[src/rtl/lcd_spi_arbiter.sv]
// lcd_spi_arbiter: PCD8544 init/clear sequencer and round-robin SPI arbiter for two drawing requesters
module lcd_spi_arbiter #(
  parameter logic [7:0] VOP = 8'h90,
  parameter int CLEAR_BYTES = 504,
  parameter int LEN_W = 9
) (
  input  logic               clock,
  input  logic               Reset,
  input  logic [1:0]         req,
  input  logic [13:0]        req_x,
  input  logic [5:0]         req_bank,
  input  logic [2*LEN_W-1:0] req_len,
  input  logic [15:0]        req_data,
  output logic [1:0]         grant,
  output logic [LEN_W-1:0]   byte_idx,
  output logic [1:0]         done,
  output logic               ready,
  output logic [7:0]         spi_data,
  output logic               spi_start,
  output logic               spi_cmd,
  input  logic               spi_avail
);
  typedef enum logic [2:0] {INIT, CLR_POS, CLEAR, IDLE, SET_X, SET_Y, DATA, DONE} state_t;
  localparam int CW = $clog2(CLEAR_BYTES + 1) < 2 ? 2 : $clog2(CLEAR_BYTES + 1);
  state_t state;
  logic [CW-1:0] cnt;
  logic [7:0] data_r, init_next;
  logic [6:0] x_l;
  logic [2:0] bank_l;
  logic [LEN_W-1:0] len_l;
  logic win, win_l, last;
  assign win = &req ? ~last : req[1];
  assign init_next = cnt[1:0] == 2'd0 ? VOP : cnt[1:0] == 2'd1 ? 8'h20 : 8'h0C;
  // data bytes come straight from the granted requester so its ROM can follow byte_idx
  assign spi_data = state == DATA ? (win_l ? req_data[15:8] : req_data[7:0]) : data_r;
  always_ff @(posedge clock or posedge Reset) begin
    if (Reset) begin
      state <= INIT;
      cnt <= '0;
      data_r <= 8'h00;
      spi_start <= 1'b0;
      spi_cmd <= 1'b0;
      grant <= 2'b00;
      done <= 2'b00;
      ready <= 1'b0;
      byte_idx <= '0;
      x_l <= '0;
      bank_l <= '0;
      len_l <= '0;
      win_l <= 1'b0;
      last <= 1'b1;
    end else begin
      case (state)
        INIT: begin
          // first cycle out of reset only loads the first init byte
          if (!spi_start) begin
            spi_start <= 1'b1;
            data_r <= 8'h21;
          end else if (spi_avail) begin
            if (cnt == CW'(3)) begin
              state <= CLR_POS;
              cnt <= '0;
              data_r <= 8'h80;
            end else begin
              cnt <= cnt + 1'b1;
              data_r <= init_next;
            end
          end
        end
        CLR_POS: if (spi_avail) begin
          if (cnt == '0) begin
            cnt <= CW'(1);
            data_r <= 8'h40;
          end else begin
            state <= CLEAR;
            cnt <= '0;
            data_r <= 8'h00;
            spi_cmd <= 1'b1;
          end
        end
        CLEAR: if (spi_avail) begin
          if (cnt == CW'(CLEAR_BYTES - 1)) begin
            state <= IDLE;
            ready <= 1'b1;
            spi_start <= 1'b0;
            spi_cmd <= 1'b0;
          end else
            cnt <= cnt + 1'b1;
        end
        IDLE: if (|req) begin
          state <= SET_X;
          grant <= win ? 2'b10 : 2'b01;
          win_l <= win;
          x_l <= win ? req_x[13:7] : req_x[6:0];
          bank_l <= win ? req_bank[5:3] : req_bank[2:0];
          len_l <= win ? req_len[2*LEN_W-1:LEN_W] : req_len[LEN_W-1:0];
          data_r <= {1'b1, win ? req_x[13:7] : req_x[6:0]};
          spi_start <= 1'b1;
          spi_cmd <= 1'b0;
          byte_idx <= '0;
        end
        SET_X: if (spi_avail) begin
          state <= SET_Y;
          data_r <= {5'b01000, bank_l};
        end
        SET_Y: if (spi_avail) begin
          if (len_l != '0) begin
            state <= DATA;
            spi_cmd <= 1'b1;
          end else begin
            state <= DONE;
            spi_start <= 1'b0;
            done <= grant;
          end
        end
        DATA: if (spi_avail) begin
          if (byte_idx == len_l - LEN_W'(1)) begin
            state <= DONE;
            spi_start <= 1'b0;
            spi_cmd <= 1'b0;
            done <= grant;
          end else
            byte_idx <= byte_idx + 1'b1;
        end
        DONE: begin
          state <= IDLE;
          done <= 2'b00;
          grant <= 2'b00;
          last <= win_l;
          byte_idx <= '0;
        end
        default: state <= INIT;
      endcase
    end
  end
endmodule

[config.mk]
export PLATFORM = sky130hd
export DESIGN_NAME = lcd_spi_arbiter
export DESIGN_NICKNAME = d
export VERILOG_FILES = /design/src/rtl/lcd_spi_arbiter.sv
export SDC_FILE = /design/constraint.sdc
export NUM_CORES = 1
export LEC_CHECK = 0
export ABC_AREA = 1
export CAP_MARGIN = 25
export CORE_ASPECT_RATIO = 1.1
export CORE_MARGIN = 4
export CORE_UTILIZATION = 52
export CTS_BUF_LIST = sky130_fd_sc_hd__clkbuf_2 sky130_fd_sc_hd__clkbuf_4 sky130_fd_sc_hd__clkbuf_8
export DETAILED_ROUTE_END_ITERATION = 6
export PLACE_DENSITY = 0.92
export REMOVE_ABC_BUFFERS = 1
export SLEW_MARGIN = 20
export SYNTH_ARGS = -nofsm -noshare
export SYNTH_HDL_FRONTEND = slang
export SYNTH_SLANG_ARGS = --single-unit
[constraint.sdc]
create_clock -name clock -period 2.31 [get_ports clock]
set_input_delay 0.693 -clock clock [delete_from_list [all_inputs] [get_ports clock]]
set_output_delay 0.693 -clock clock [all_outputs]
set_load 0.01 [all_outputs]
==> results.py <==
metrics = {
    "route": {
        "antenna_left": 0,
        "dr.pass1.iters": 5,
        "drt_iter0_markers": 363,
        "wl_um": 10350,
        "drcViolationCount": 0,
        "drt-wirelength-per-cell_um": 15.27,
        "viasPerCell": 5.584,
        "vias": 3786,
    },
    "placement": {
        "dp_slack_ps": -437.1,
        "placed_cells": 669,
        "hpwl_um": 7790,
        "port_buffers": 82,
        "globalplace.congestion": 0.9156,
    },
    "flow_run": {
        "cap_violations": 0,
    },
    "cells_and_area": {
        "final_cell_mix": "114 x nand2_1, 87 x nor2_1, 69 x clkdlybuf4s50_1, 52 x inv_1, 49 x dfrtp_1",
        "diodes": 0,
        "finalNetCount": 662,
        "fin_cells": 678,
        "ff_latch_area_mm2": 0.001252,
        "drive_above_1_share_pct": 13.38,
        "layout_commonest_cell": "nand2_1",
        "syn_to_final_growth_pct": 36.93,
        "multi_input_area_mm2": 0.001946,
        "fillCellCount": 451,
    },
    "clocking": {
        "clk_pin_slew_ps": 90,
        "cts_root_buf": "clkbuf_8",
        "cts_buffers": 5,
        "cts_buffer_depth": 2,
        "htreeDepth": 2,
        "cts_hold_buf": 0,
        "numClockSinks": 50,
        "cts_tree": "built",
        "clk_latency_ps": 310,
    },
    "global_routing": {
        "grt_pass1_vias": 3604,
        "grt-ovfl-total": 0,
        "grt_pass1_wl_um": 16280,
        "gr-usage-met1_pct": 30.79,
        "antenna_found_initial": 0,
        "grt-busiest-layer": "met2",
        "grt_usage_pct": 25.49,
        "grt_use_met2_pct": 45.01,
        "met3_usage_pct": 4.448,
        "grt_max_degree": 25,
    },
    "sta": {
        "fmax_ghz": 0.4351,
        "fin_ws_ps": 11.79,
        "min_period_ps": 2298,
        "skew_ps": 6.167,
        "hold_slack_ps": 490.8,
        "finalCritPeriodShare_pct": 99.49,
        "max-slew-margin-rel_pct": 70.67,
        "setup_viol": 0,
        "final_max_slew_viol_count": 0,
        "finalHoldViolCount": 0,
        "worst_slew_pin_slew_ps": 436.6,
        "rsz0062_at_grt": "yes",
    },
    "worst_setup_path": {
        "crit_arrival_ps": 1610,
        "cp_slowest_stage_delay_ps": 400,
        "rrSetupSlack_ps": 140,
        "timing.rr.start": "len_l[1]",
        "critical-path-top-delay-family": "buffers and inverters",
        "path_class": "flop to primary output",
        "r2r_cells": 15,
        "cpMaxStageDelayCell": "dfrtp_1",
        "cp_max_fo": 10,
        "worstSetupEndpointType": "primary output",
        "cp.required_ps": 1620,
        "path_buf_inv": 4,
        "cp-start-kind": "flop",
        "cp_cell_sequence": "inv_2 > nand2_4 > nor2_4 > inv_2 > buf_12 > o31ai_4 > buf_2",
        "crit_start": "state[0]",
        "worstReg2RegEnd": "byte_idx[4]",
        "crit_path_frequent_cell": "inv_2",
    },
    "outcome": {
        "status": "complete, no violations",
    },
    "logic_synthesis": {
        "ys_warn_count": 0,
        "ys_types": 36,
        "ys_ff_latch": 50,
        "yosysTopAreaCellShare_pct": 36.19,
        "seq_area_frac_synth_pct": 36.96,
        "synthCells": 493,
        "yosys-top-cells-area": "dfrtp_1 36%, nand2_1 13%, nor2_1 9.7%",
        "yosysTopAreaCell": "dfrtp_1",
        "synth_area_per_cell_um2": 6.873,
        "syn_area_mm2": 0.003388,
    },
    "hold_path": {
        "hold_end": "ready",
        "worstHoldPathCells": 2,
        "hp-start": "ready",
        "min_path_type": "flop to flop",
    },
    "die": {
        "die_w_um": 84.97,
        "pin_count": 83,
        "die-area_mm2": 0.007873,
        "fp.coreArea_mm2": 0.006269,
        "initial_utilization_pct": 54.05,
        "die_h_um": 92.66,
        "rows": 30,
    },
    "power_and_ir_drop": {
        "cellPowerDensity_mw_per_mm2": 877.7,
        "power_mw": 4.072,
        "p_leak_nw": 2.177,
        "peakVddDrop_v": 0.0005930,
    },
}
state kept, by name (all words and copies together), names as in the netlist, 2 cells and up:
signal    flops
byte_idx      9
cnt           9
len_l         9
data_r        8
bank_l        3
state         3
done          2
grant         2
worst min-delay path, delay by kind of cell (launching register included):
kind                   cells  cell delay, ps
buffers and inverters      1              40
flip-flops                 1             360
AO/OA/AOI/OAI              1              60
cells by family after synthesis:
| family | after synthesis | synth area share [%] |
|---|---|---|
| and+or+nand+nor | 266 | 33.94 |
| AOI/OAI and AO/OA | 84 | 14.25 |
| buffers and inverters | 73 | 8.604 |
| DFF | 50 | 36.96 |
| xor gates and xnor gates | 14 | 4.025 |
| adders and majority gates | 6 | 2.216 |
power breakdown:
group          internal, mW  switching [mW]  total (mW)
registers              1.14           0.212        1.35
clock network         0.254           0.297       0.552
logic                 0.893            1.27        2.17
total                  2.29            1.78        4.07
per-stage QoR:
step | area [um2] | utilization, % | TNS (ps)
floorplan | 3329 | - | 0
global placement | 4463 | 71.20 | -2948
detailed placement | 4463 | 71.20 | -3387
CTS | 4522 | 72.14 | 0
global route | 4639 | 74.01 | -193.8
finish | 4639 | 74.01 | 0
layout make-up:
type / instances / share of cell area (%)
multi-input combinational: 370 / 41.94
sequential: 50 / 27.00
inverter: 62 / 5.097
clock buffer: 7 / 1.942
clock inverter: 1 / 0.1079
tap: 80 / 2.157
timing repair buffer: 108 / 21.76
Yosys cell counts (all sizes together):
cell / number
o21ai: 43
nand2: 121
dfstp: 1
o21a: 1
clkbuf: 6
o211ai: 2
nor4: 1
buf: 5
nor3: 9
dfrtp: 49
clkinv: 2
a21oi: 14
xnor2: 3
xor2: 10
o22ai: 10
o31ai: 9
inv: 60
nand3: 26
xnor3: 1
o221ai: 1
a31oi: 4
nand4: 14
ha: 6
nor2: 95
timing repair:
item                                    in CTS  in global routing
gates resized for setup                     35                 22
pin swaps                                    2                  4
endpoints found under the setup margin       8                 27
setup buffers                                0                  1
how the worst max path moves through the flow:
stage                              to  slack (ps)  depth (start not counted)
after floorplan           spi_data[0]         250                          4
after global placement    spi_data[4]        -370                          4
after detailed placement  spi_data[6]        -440                          4
after CTS                 spi_data[6]           9                          7
after global routing      spi_data[4]         -50                          7
final                     spi_data[6]          10                          7
metal layers:
| layer | share of wire, % | wire length, um |
|---|---|---|
| met2 | 51 | 5247 |
| met3 | 7.1 | 732 |
| met5 | 0 | 0 |
| met4 | 3.4 | 356 |
| met1 | 39 | 4015 |
No activity file was read; power rests on OpenSTA's default activity.
